<file path="src/rtl/bcd_conv_sched.sv">
// Time-shared binary-to-BCD converter for the HEX display path.
// Two level-sensitive requesters share one iterative double-dabble engine
// through round-robin arbitration. Each conversion takes one clock per input bit.
// The converted digits and a leading-zero blank mask are held for the SEG7
// decoders until the next conversion completes.
module bcd_conv_sched #(
   parameter int unsigned WIDTH  = 18,
   parameter int unsigned DIGITS = 8
) (
   input  logic                  clk,
   input  logic                  rst,
   input  logic                  req0,
   input  logic [WIDTH-1:0]      val0,
   input  logic                  req1,
   input  logic [WIDTH-1:0]      val1,
   output logic                  gnt0,
   output logic                  gnt1,
   output logic                  busy,
   output logic                  done,
   output logic                  src,
   output logic [4*DIGITS-1:0]   bcd,
   output logic [DIGITS-1:0]     blank
);

   // The digit count must be able to hold every WIDTH-bit value.
   localparam bit DIGITS_OK = (WIDTH < 64) &&
                              ((DIGITS >= 20) || ((64'd10 ** DIGITS) > (64'd1 << WIDTH)));
   if (!DIGITS_OK) begin : g_param_check
      $error("bcd_conv_sched: DIGITS too small to represent a WIDTH-bit value");
   end

   localparam int unsigned CW = $clog2(WIDTH + 1);

   typedef enum logic [1:0] {
      S_IDLE  = 2'd0,
      S_SHIFT = 2'd1,
      S_DONE  = 2'd2
   } state_t;

   state_t                state_q,   state_d;
   logic [WIDTH-1:0]      shreg_q,   shreg_d;
   logic [4*DIGITS-1:0]   scratch_q, scratch_d;
   logic [CW-1:0]         cnt_q,     cnt_d;
   logic                  last_q,    last_d;    // requester served most recently
   logic                  owner_q,   owner_d;   // requester of the conversion in flight
   logic                  gnt0_q,    gnt0_d;
   logic                  gnt1_q,    gnt1_d;
   logic                  src_q,     src_d;
   logic [4*DIGITS-1:0]   bcd_q,     bcd_d;
   logic [DIGITS-1:0]     blank_q,   blank_d;

   logic                  win;
   logic [4*DIGITS-1:0]   scratch_adj;
   logic [4*DIGITS-1:0]   scratch_sh;
   logic                  unused_ovf;
   logic [DIGITS-1:0]     blank_new;
   logic                  zero_run;

   // Round-robin pick: a sole requester wins, on contention the one not served last.
   always_comb begin
      win = 1'b0;
      if (req0 && req1) begin
         win = ~last_q;
      end else begin
         win = req1;
      end
   end

   // Double-dabble correction: every digit of 5 or more gets +3 before the shift.
   always_comb begin
      scratch_adj = '0;
      for (int unsigned i = 0; i < DIGITS; i++) begin
         if (scratch_q[4*i +: 4] >= 4'd5) begin
            scratch_adj[4*i +: 4] = scratch_q[4*i +: 4] + 4'd3;
         end else begin
            scratch_adj[4*i +: 4] = scratch_q[4*i +: 4];
         end
      end
   end

   // Shift the corrected scratch left, pulling in the next binary bit (MSB first).
   // The bit shifted out of the top digit is always zero given the digit-count check.
   assign {unused_ovf, scratch_sh} = {scratch_adj, shreg_q[WIDTH-1]};

   // Leading-zero mask of the post-shift result; digit 0 is never blanked.
   always_comb begin
      blank_new = '0;
      zero_run  = 1'b1;
      for (int unsigned i = DIGITS - 1; i >= 1; i--) begin
         zero_run     = zero_run & (scratch_sh[4*i +: 4] == 4'd0);
         blank_new[i] = zero_run;
      end
   end

   // Next-state and datapath update for the IDLE -> SHIFT -> DONE sequence.
   // The final shift and the result latch happen on the same edge, so the
   // result registers load the combinational post-shift value, not scratch_q.
   always_comb begin
      state_d   = state_q;
      shreg_d   = shreg_q;
      scratch_d = scratch_q;
      cnt_d     = cnt_q;
      last_d    = last_q;
      owner_d   = owner_q;
      gnt0_d    = 1'b0;
      gnt1_d    = 1'b0;
      src_d     = src_q;
      bcd_d     = bcd_q;
      blank_d   = blank_q;

      unique case (state_q)
         S_IDLE: begin
            if (req0 || req1) begin
               shreg_d   = win ? val1 : val0;
               scratch_d = '0;
               cnt_d     = CW'(WIDTH);
               owner_d   = win;
               last_d    = win;
               gnt0_d    = ~win;
               gnt1_d    = win;
               state_d   = S_SHIFT;
            end
         end
         S_SHIFT: begin
            shreg_d   = shreg_q << 1;
            scratch_d = scratch_sh;
            cnt_d     = cnt_q - CW'(1);
            if (cnt_q == CW'(1)) begin
               bcd_d   = scratch_sh;
               blank_d = blank_new;
               src_d   = owner_q;
               state_d = S_DONE;
            end
         end
         S_DONE: begin
            state_d = S_IDLE;
         end
         default: begin
            state_d = S_IDLE;
         end
      endcase
   end

   // State and datapath registers; reset aborts any conversion in flight.
   // last_q resets to 1 so that requester 0 wins the first contention.
   always_ff @(posedge clk) begin
      if (rst) begin
         state_q   <= S_IDLE;
         shreg_q   <= '0;
         scratch_q <= '0;
         cnt_q     <= '0;
         last_q    <= 1'b1;
         owner_q   <= 1'b0;
         gnt0_q    <= 1'b0;
         gnt1_q    <= 1'b0;
         src_q     <= 1'b0;
         bcd_q     <= '0;
         blank_q   <= {{(DIGITS-1){1'b1}}, 1'b0};
      end else begin
         state_q   <= state_d;
         shreg_q   <= shreg_d;
         scratch_q <= scratch_d;
         cnt_q     <= cnt_d;
         last_q    <= last_d;
         owner_q   <= owner_d;
         gnt0_q    <= gnt0_d;
         gnt1_q    <= gnt1_d;
         src_q     <= src_d;
         bcd_q     <= bcd_d;
         blank_q   <= blank_d;
      end
   end

   assign gnt0  = gnt0_q;
   assign gnt1  = gnt1_q;
   assign busy  = (state_q != S_IDLE);
   assign done  = (state_q == S_DONE);
   assign src   = src_q;
   assign bcd   = bcd_q;
   assign blank = blank_q;

endmodule
</file>
<file path="config.mk">
export PLATFORM = sky130hd
export DESIGN_NAME = bcd_conv_sched
export DESIGN_NICKNAME = d
export VERILOG_FILES = /design/src/rtl/bcd_conv_sched.sv
export SDC_FILE = /design/constraint.sdc
export NUM_CORES = 1
export LEC_CHECK = 0
export ABC_AREA = 1
export BUFFER_PORTS_ARGS = -buffer_cell sky130_fd_sc_hd__buf_2
export CORE_ASPECT_RATIO = 1.1
export CORE_MARGIN = 2
export CORE_UTILIZATION = 30
export DETAILED_ROUTE_END_ITERATION = 6
export PLACE_DENSITY_LB_ADDON = 0.2
export SYNTH_ARGS = -nofsm -noshare
export SYNTH_HDL_FRONTEND = slang
export SYNTH_SLANG_ARGS = --single-unit
</file>
<file path="constraint.sdc">
create_clock -name clk -period 4.2 [get_ports clk]
set_clock_uncertainty 0.05 [all_clocks]
set_input_delay 0.42 -clock clk [delete_from_list [all_inputs] [get_ports clk]]
set_output_delay 0.42 -clock clk [all_outputs]
set_load 0.005 [all_outputs]
</file>
; After elaboration in Yosys (flattened, before gate mapping)
; Cells that the tools add are included.
[classes]
addsub = 9
n_lt_le_gt_ge = 8
eq_ne = 5
mux = 19
bitwise_logic = 10
reduce_logical = 17
[ops]
columns = op, count
row1 = $pmux 32 s2, 1
row2 = $mux 18, 2
row3 = $pmux 18 s2, 1
row4 = $ge 4x3->1 const B, 8
row5 = $mux 32, 1
row6 = $add 4x2->4 const B, 7
row7 = $logic_not 4->1, 7
row8 = $mux 4, 7
row9 = $pmux 5 s2, 1
row10 = $reduce_and 2->1, 4
row11 = $and 1x1->1, 6
row12 = $eq 5x1->1 const B, 1
row13 = $mux 5, 1
row14 = $sub 5x1->5 const B, 1
row15 = $mux 2, 2
row16 = $ne 2x2->1 const B, 2
row17 = $not 1->1, 4
row18 = $pmux 2 s2, 1
row19 = $reduce_bool 2->1, 2
row20 = $add 3x2->3 const B, 1
row21 = $mux 3, 1
row22 = $reduce_or 3->1, 1
row23 = $eq 2x1->1 const B, 1
row24 = $eq 2x2->1 const B, 1
row25 = other kinds (4), 4
[totals]
ff_bits = 101
input_bits = 40
output_inout_bits = 45

; Depth between registers and ports, before layout
; Gate-level depths: netlist of the first run.
[logic_depth]
word_depth = 9
depth_mapped = 13
mapped_depth_nobuf = 13

; Worst setup path before layout of the first run
; Ideal clock, no wire load.
[synth_path]
path_type = register to register
startpoint = register scratch_q[24]
endpoint = register blank_q[3] (netlist: blank[3])
setup_ns = 0.059
arrival_ns = 1.439
slack_ns = 2.652
stages_incl_launch_ff = 14
n_path_buf = 0
synth_period_minus_slack_ns = 1.548
path_cell_list = dfxtp_1 inv_1 ha_1 inv_1 nand2_1 nand3_1 nand2_1 nand2_1 nand2_1 nor2_1 inv_1 nor2_2 nand3_1 nand2_1
[synth_between]
elab_chain_len = 7
word_cells_on_any_way = 9
cone_classes = add/sub: 1 / order compare: 1 / mux: 1 / bitwise: 4 / reduce/logical: 2
[synth_lines]
columns = item, line
row1 = start: declaration, 42  ; logic [4*DIGITS-1:0] scratch_q, scratch_d;
row2 = start signal: assignment, 162  ; scratch_q <= scratch_d;
row3 = $add 4x2->4 or $ge 4x3->1 (tied branches), "74, 73"
row4 = $mux 4 *, 73  ; if (scratch_q[4*i +: 4] >= 4'd5) begin
row5 = $logic_not 4->1, 90  ; zero_run = zero_run & (scratch_sh[4*i +: 4] == 4'd0);
row6 = $and 1x1->1 * (4 in a row), 90
row7 = end signal: assignment, 158  ; blank_q <= {{(DIGITS-1){1'b1}}, 1'b0};
row8 = end signal: assignment, 170  ; blank_q <= blank_d;
row9 = end: declaration, 50  ; logic [DIGITS-1:0] blank_q, blank_d;
; Mark *: on every way between the ends. The rest lies on a longest branch, timed or not.
; A chain may end at the register's enable or synchronous reset.

; Worst setup path after layout of the first run
[layout_path]
startpoint = register state_q[0]
endpoint = register blank_q[5] (netlist: blank[5])
[layout_between]
elab_chain_len = 2
[layout_lines]
columns = item, line
row1 = start: declaration, 40  ; state_t state_q, state_d;
row2 = start signal: assignment, 160  ; state_q <= state_d;
row3 = $eq 2x1->1, 111  ; unique case (state_q)
row4 = $reduce_and 2->1 (no line), n/a
; No other way between the ends.

==> impl_metrics.yaml, run 1 <==
logic_synthesis:
  number_of_distinct_library_cells_after_synthesis: 36
  asyncSetResetFlopFracSynth: 0
  synthFlopType: "sky130_fd_sc_hd__dfxtp_1"
  netlist_area_um2: 4659
  syn_nets: 682
  syn_inst: 624
  number_of_synthesized_register_bits: 101
  synth.yosys.warnings: 0
  portion_of_the_post_synthesis_area_used_by_sequential_elements: 0.4339
  synth_enable_flop_cells: 0
  avgSynthCellArea_um2: 7.467
setup_path:
  cp.arrival_ns: 2.81
  crit_path_frequent_cell: "sky130_fd_sc_hd__nand2_1"
  path_cells: "inv_2 > nor2_4 > nand3_4 > inv_1 > nand2_1 > nor2_2 > nand3_1 > nand2_1"
  timing_worst_setup_path_type: "flop to flop"
  critPathRequiredTime_ns: 4.44
  end_kind: "flop"
  timing.critical_path.fanout_max: 33
  timing.critical_path.from_type: "flop"
  critical-path-max-stage-delay_ns: 0.65
  critical_path.slowest_cell: "sky130_fd_sc_hd__inv_1"
timing:
  worst_rel_slew_slack: 0.5677
  fin_tns_setup_ns: 0
  grt_setup_unrepaired: "false"
  max_clk_rate_mhz: 388.6
  setup_viol: 0
  timing.final.max_slew_violations: 0
  min_period_over_period: 0.6127
  holdWs_ns: 0.2243
  timing.final.hold_violations: 0
  max_slew.worst_pin.slew_ns: 0.6477
  fin_crit_ns: 2.573
floorplan:
  die_area_um2: 16550
  std_cell_rows: 47
  ioPinCount: 85
  initial_utilization: 0.3083
  die_h_um: 134.7
  die_width_um: 122.8
  core_area_um2: 15110
clock_network:
  ctsRootBufferMaster: "sky130_fd_sc_hd__clkbuf_16"
  worstSkewPairLatency_ns: 0.35
  cts_num_sinks: 101
  postCtsHoldBufs: 0
  maximum_number_of_buffers_from_clock_root_to_sink: 2
  cts.clk_slew.worst_paths_ns: 0.08
  tritoncts_clock_tree: "built"
  cts_repair_resize_count: 0
  cts_made_buffers: 9
  cts-htree-levels: 3
  cts_setup_buffers: 0
power:
  power-per-cell-area_nw_per_um2: 398.6
  worst_ir_drop_vdd_uv: 206.1
  total_power_uw: 2193
  static-leakage-power_uw: 0.002379
cells_and_area:
  layout-drive-gt1-share: 0.1762
  areaGrowthSynthToFinish_pct: 18.07
  diode_insertion_count_for_antenna_repair: 0
  fin_nets: 751
  share_of_the_core_filled_with_cells: 0.3640
run:
  cap_violations: 0
place:
  hpwlAfterDp_um: 8973
  portBuffers: 83
  place_congestion: 0.7905
hold_path:
  timing.hold.worst.class: "input port to flop"
global_routing:
  largest_net_degree_at_the_start_of_global_routing: 39
  global_route.overflow_total: 0
  vias_in_the_first_global_route: 4160
  grt_antenna_before_repair: 0
  grt_first_pass_wirelength_um: 20020
  gr-usage-all-layers: 0.1534
drt:
  wirelength_um: 12290
  drc: 0
  route.antenna.remaining_nets: 0
  routed_wire_length_per_instance_um: 13.74
  avgViaCountPerCell: 4.817
  first_pass_iters: 5
  via_count: 4306
  initialDrtViolationCount: 269
run_status:
  outcome: "finished clean"
## path summary, 6_finish.rpt
path / from / to / slack [ns] / cells after the start
worst min-delay path: val0[0] / shreg_q[0] / 0.22 / 3
worst max-delay path: state_q[0] / blank[5] / 1.63 / 8
worst max register to register: state_q[0] / blank[5] / 1.63 / 8
worst min register to register: owner_q / owner_q / 0.42 / 2
## state kept, by name (all words and copies together), names as in the netlist
signal,cells
shreg_q,18
gnt1,1
state_q,2
cnt_q,5
blank,7
owner_q,1
gnt0,1
bcd,32
src,1
scratch_q,32
last_q,1
## through the flow
| step | cells | setup WS (ns) | instance area (um2) |
|---|---|---|---|
| 5_1_grt | 894 | 1.244 | 5502 |
| 6_report | 894 | 1.627 | 5502 |
| 4_1_cts | 894 | 1.545 | 5502 |
| 3_3_place_gp | 878 | 1.664 | 5213 |
| 3_5_place_dp | 878 | 1.568 | 5213 |
| 2_1_floorplan | 624 | 2.652 | 4659 |
## final cells by class
class	count	area, um2
Multi-Input combinational cell	424	2236
Inverter	71	271.5
Tap cell	196	245.2
Clock inverter	7	63.81
Timing Repair Buffer	86	437.9
Fill cell	1599	9612
Clock buffer	9	225.2
Sequential cell	101	2022
## cell usage after synthesis, types with 13 or more instances
| cell | number | area [um2] |
|---|---|---|
| sky130_fd_sc_hd__dfxtp_1 | 101 | 2022 |
| sky130_fd_sc_hd__nand2_1 | 130 | 488.0 |
| sky130_fd_sc_hd__nand3_1 | 43 | 215.2 |
| sky130_fd_sc_hd__ha_1 | 18 | 225.2 |
| sky130_fd_sc_hd__inv_1 | 63 | 236.5 |
| sky130_fd_sc_hd__nor2_1 | 53 | 198.9 |
| sky130_fd_sc_hd__o21ai_1 | 15 | 75.07 |
| sky130_fd_sc_hd__o22ai_1 | 16 | 100.1 |
| sky130_fd_sc_hd__a21oi_1 | 21 | 105.1 |
| sky130_fd_sc_hd__o21ai_0 | 61 | 305.3 |
| sky130_fd_sc_hd__clkbuf_1 | 13 | 48.80 |
## critical path: cells and delay by family, from the launching register on
family | cells | cell delay [ns]
flops | 1 | 0.34
buf+inv | 2 | 0.71
simple gates | 6 | 1.42
## power by group
part / leakage, uW / internal (uW) / switching [uW]
clock: 0.000143 / 417 / 395
sequential: 0.000820 / 1010 / 36.1
combinational: 0.00142 / 112 / 218
## metal layers
metal | routed length (um) | GRT usage | vias to the layer above
li1 | - | - | 2219
met2 | 6014 | 0.2649 | 91
met4 | 133 | 0.04789 | 0
met1 | 5498 | 0.1922 | 1984
met3 | 638 | 0.02787 | 12
met5 | 0 | 0 | -
## cells in the final DEF (no fill, tap or decap), drive strengths merged, types with 10 or more instances in the layout
| master | n |
|---|---|
| nand3 | 44 |
| o21ai | 76 |
| buf | 86 |
| nor2 | 60 |
| nand4 | 10 |
| dfxtp | 101 |
| nand2 | 133 |
| ha | 18 |
| inv | 76 |
| a21oi | 21 |
| o22ai | 16 |
## cell families (layout without fill, tap and decap cells)
logic type / Yosys count / count (layout) / synth area share
buffers and inverters: 99 / 173 / 0.08620
AND/OR/NAND/NOR: 250 / 250 / 0.2331
other: 1 / 1 / 0.0008048
XOR/XNOR: 3 / 3 / 0.005640
AO/OA/AOI/OAI: 152 / 152 / 0.1920
flip-flops: 101 / 101 / 0.4339
adder cells (fa/ha/maj): 18 / 18 / 0.04834
Power figures use the tool's default switching activity.
==> inputs of run 2 (changes only) <==
- clock period: 4.2 -> 2.5 ns (I/O delays scaled with it)
==> impl_metrics.yaml, run 2 (synthesized netlist as in run 1, its figures left out) <==
timing:
  timing.final.max_slew_violations: 0
  min_period_over_period: 0.7777
  worst_rel_slew_slack: 0.5914
  timing.final.hold_violations: 0
  fin_crit_ns: 1.944
  setup_viol: 0
  max_slew.worst_pin.slew_ns: 0.6123
  fin_tns_setup_ns: 0
  grt_setup_unrepaired: "false"
  max_clk_rate_mhz: 514.3
global_routing:
  vias_in_the_first_global_route: 4125
  grt_antenna_before_repair: 0
  grt_first_pass_wirelength_um: 20140
  global_route.overflow_total: 0
  largest_net_degree_at_the_start_of_global_routing: 33
  gr-usage-all-layers: 0.1549
hold_path:
  timing.hold.worst.class: "input port to flop"
setup_path:
  worstSetupEndpoint: "blank[1]"
  crit_start: "cnt_q[1]"
  critPathRequiredTime_ns: 2.74
  timing.critical_path.from_type: "flop"
  timing.critical_path.fanout_max: 18
  cp.arrival_ns: 2.19
  reg2reg_from: "cnt_q[1]"
  ff2ff_setup_slack_ns: 0.56
  regToRegEndpoint: "blank[1]"
  worstRegToRegCells: 12
  timing_worst_setup_path_type: "flop to flop"
  end_kind: "flop"
clock_network:
  maximum_number_of_buffers_from_clock_root_to_sink: 2
  worstSkewPairLatency_ns: 0.35
  cts-htree-levels: 3
  cts.clk_slew.worst_paths_ns: 0.07
  cts_made_buffers: 9
  tritoncts_clock_tree: "built"
  postCtsHoldBufs: 0
  ctsRootBufferMaster: "sky130_fd_sc_hd__clkbuf_16"
  cts_setup_buffers: 0
  cts_num_sinks: 101
  cts_repair_resize_count: 0
run_status:
  outcome: "finished clean"
floorplan:
  die_h_um: 134.7
  core_area_um2: 15110
  ioPinCount: 85
  die_area_um2: 16550
  initial_utilization: 0.3083
  die_width_um: 122.8
  std_cell_rows: 47
drt:
  first_pass_iters: 5
  avgViaCountPerCell: 4.864
  routed_wire_length_per_instance_um: 13.95
  wirelength_um: 12550
  drc: 0
  via_count: 4378
  route.antenna.remaining_nets: 0
  initialDrtViolationCount: 312
place:
  place_congestion: 0.8083
  hpwlAfterDp_um: 9117
  portBuffers: 83
cells_and_area:
  fin_nets: 757
  share_of_the_core_filled_with_cells: 0.3683
  layout_common_cells: "sky130_fd_sc_hd__nand2_1, sky130_fd_sc_hd__dfxtp_1, sky130_fd_sc_hd__buf_2"
  areaGrowthSynthToFinish_pct: 19.47
  layout-drive-gt1-share: 0.1832
  diode_insertion_count_for_antenna_repair: 0
  layout.cells.most_common: "sky130_fd_sc_hd__nand2_1"
power:
  power-per-cell-area_nw_per_um2: 684.1
  static-leakage-power_uw: 0.002419
  worst_ir_drop_vdd_uv: 338.2
run:
  cap_violations: 0
## run 2: cell types whose count changed in the layout (fill, tap and decap cells not counted)
cell,change
sky130_fd_sc_hd__clkbuf_8,+1
sky130_fd_sc_hd__bufinv_16,+1
sky130_fd_sc_hd__inv_8,-1
sky130_fd_sc_hd__inv_6,-2
sky130_fd_sc_hd__clkinv_2,+1
sky130_fd_sc_hd__buf_4,+6
## run 2: area by class of cell
| cell class | instances | area [um2] |
|---|---|---|
| Multi-Input combinational cell | 424 | 2236 |
| Tap cell | 196 | 245.2 |
| Fill cell | 1582 | 9547 |
| Clock inverter | 6 | 70.07 |
| Sequential cell | 101 | 2022 |
| Inverter | 71 | 271.5 |
| Timing Repair Buffer | 92 | 483.0 |
| Clock buffer | 10 | 239.0 |
## run 2: worst min path at each step
stage,from,end,cells past startpoint
after floorplan,val0[0],shreg_q[0],2
after global placement,bcd[1],bcd[1],2
after detailed placement,last_q,last_q,2
after CTS,val0[0],shreg_q[0],3
after global routing,val0[0],shreg_q[0],3
final,val0[0],shreg_q[0],3
## run 2: per-stage QoR
step	std cells	instance area [um2]	hold slack [ns]	worst slack [ns]	total power (uW)
after floorplan	624	4659	0.3102	0.9524	2199
after global placement	884	5258	0.4052	0.5926	2374
after detailed placement	884	5258	0.4130	0.5558	2390
after CTS	900	5567	0.04486	0.5472	3862
after global routing	900	5567	0.06258	0.3675	4011
final	900	5567	0.05685	0.5558	3808
## run 2: report_power, final
part | switching (uW) | total [uW] | internal (uW) | leakage [uW]
Sequential | 59.6 | 1760 | 1700 | 0.000820
Combinational | 377 | 580 | 203 | 0.00145
Clock | 650 | 1460 | 814 | 0.000153
Total | 1090 | 3810 | 2720 | 0.00242
## run 2: worst max-delay path, cell delays in order (launching register included)
cell and delay [ns]:
sky130_fd_sc_hd__dfxtp_1 0.31, sky130_fd_sc_hd__inv_1 0.09, sky130_fd_sc_hd__ha_1 0.15, sky130_fd_sc_hd__inv_1 0.04
sky130_fd_sc_hd__nor2_1 0.19, sky130_fd_sc_hd__nand3_4 0.25, sky130_fd_sc_hd__nor2_2 0.20, sky130_fd_sc_hd__nand2_1 0.06
sky130_fd_sc_hd__nor2_1 0.19, sky130_fd_sc_hd__nand2_1 0.07, sky130_fd_sc_hd__nor2_1 0.15, sky130_fd_sc_hd__nand3_1 0.08
sky130_fd_sc_hd__nand2_1 0.07
## run 2: metal layers
metal	wire [um]	GRT usage	vias to the layer above
li1	-	-	2240
met1	5644	0.1945	2015
met2	5991	0.2548	108
met3	657	0.03252	15
met4	261	0.06705	0
met5	0	0	-
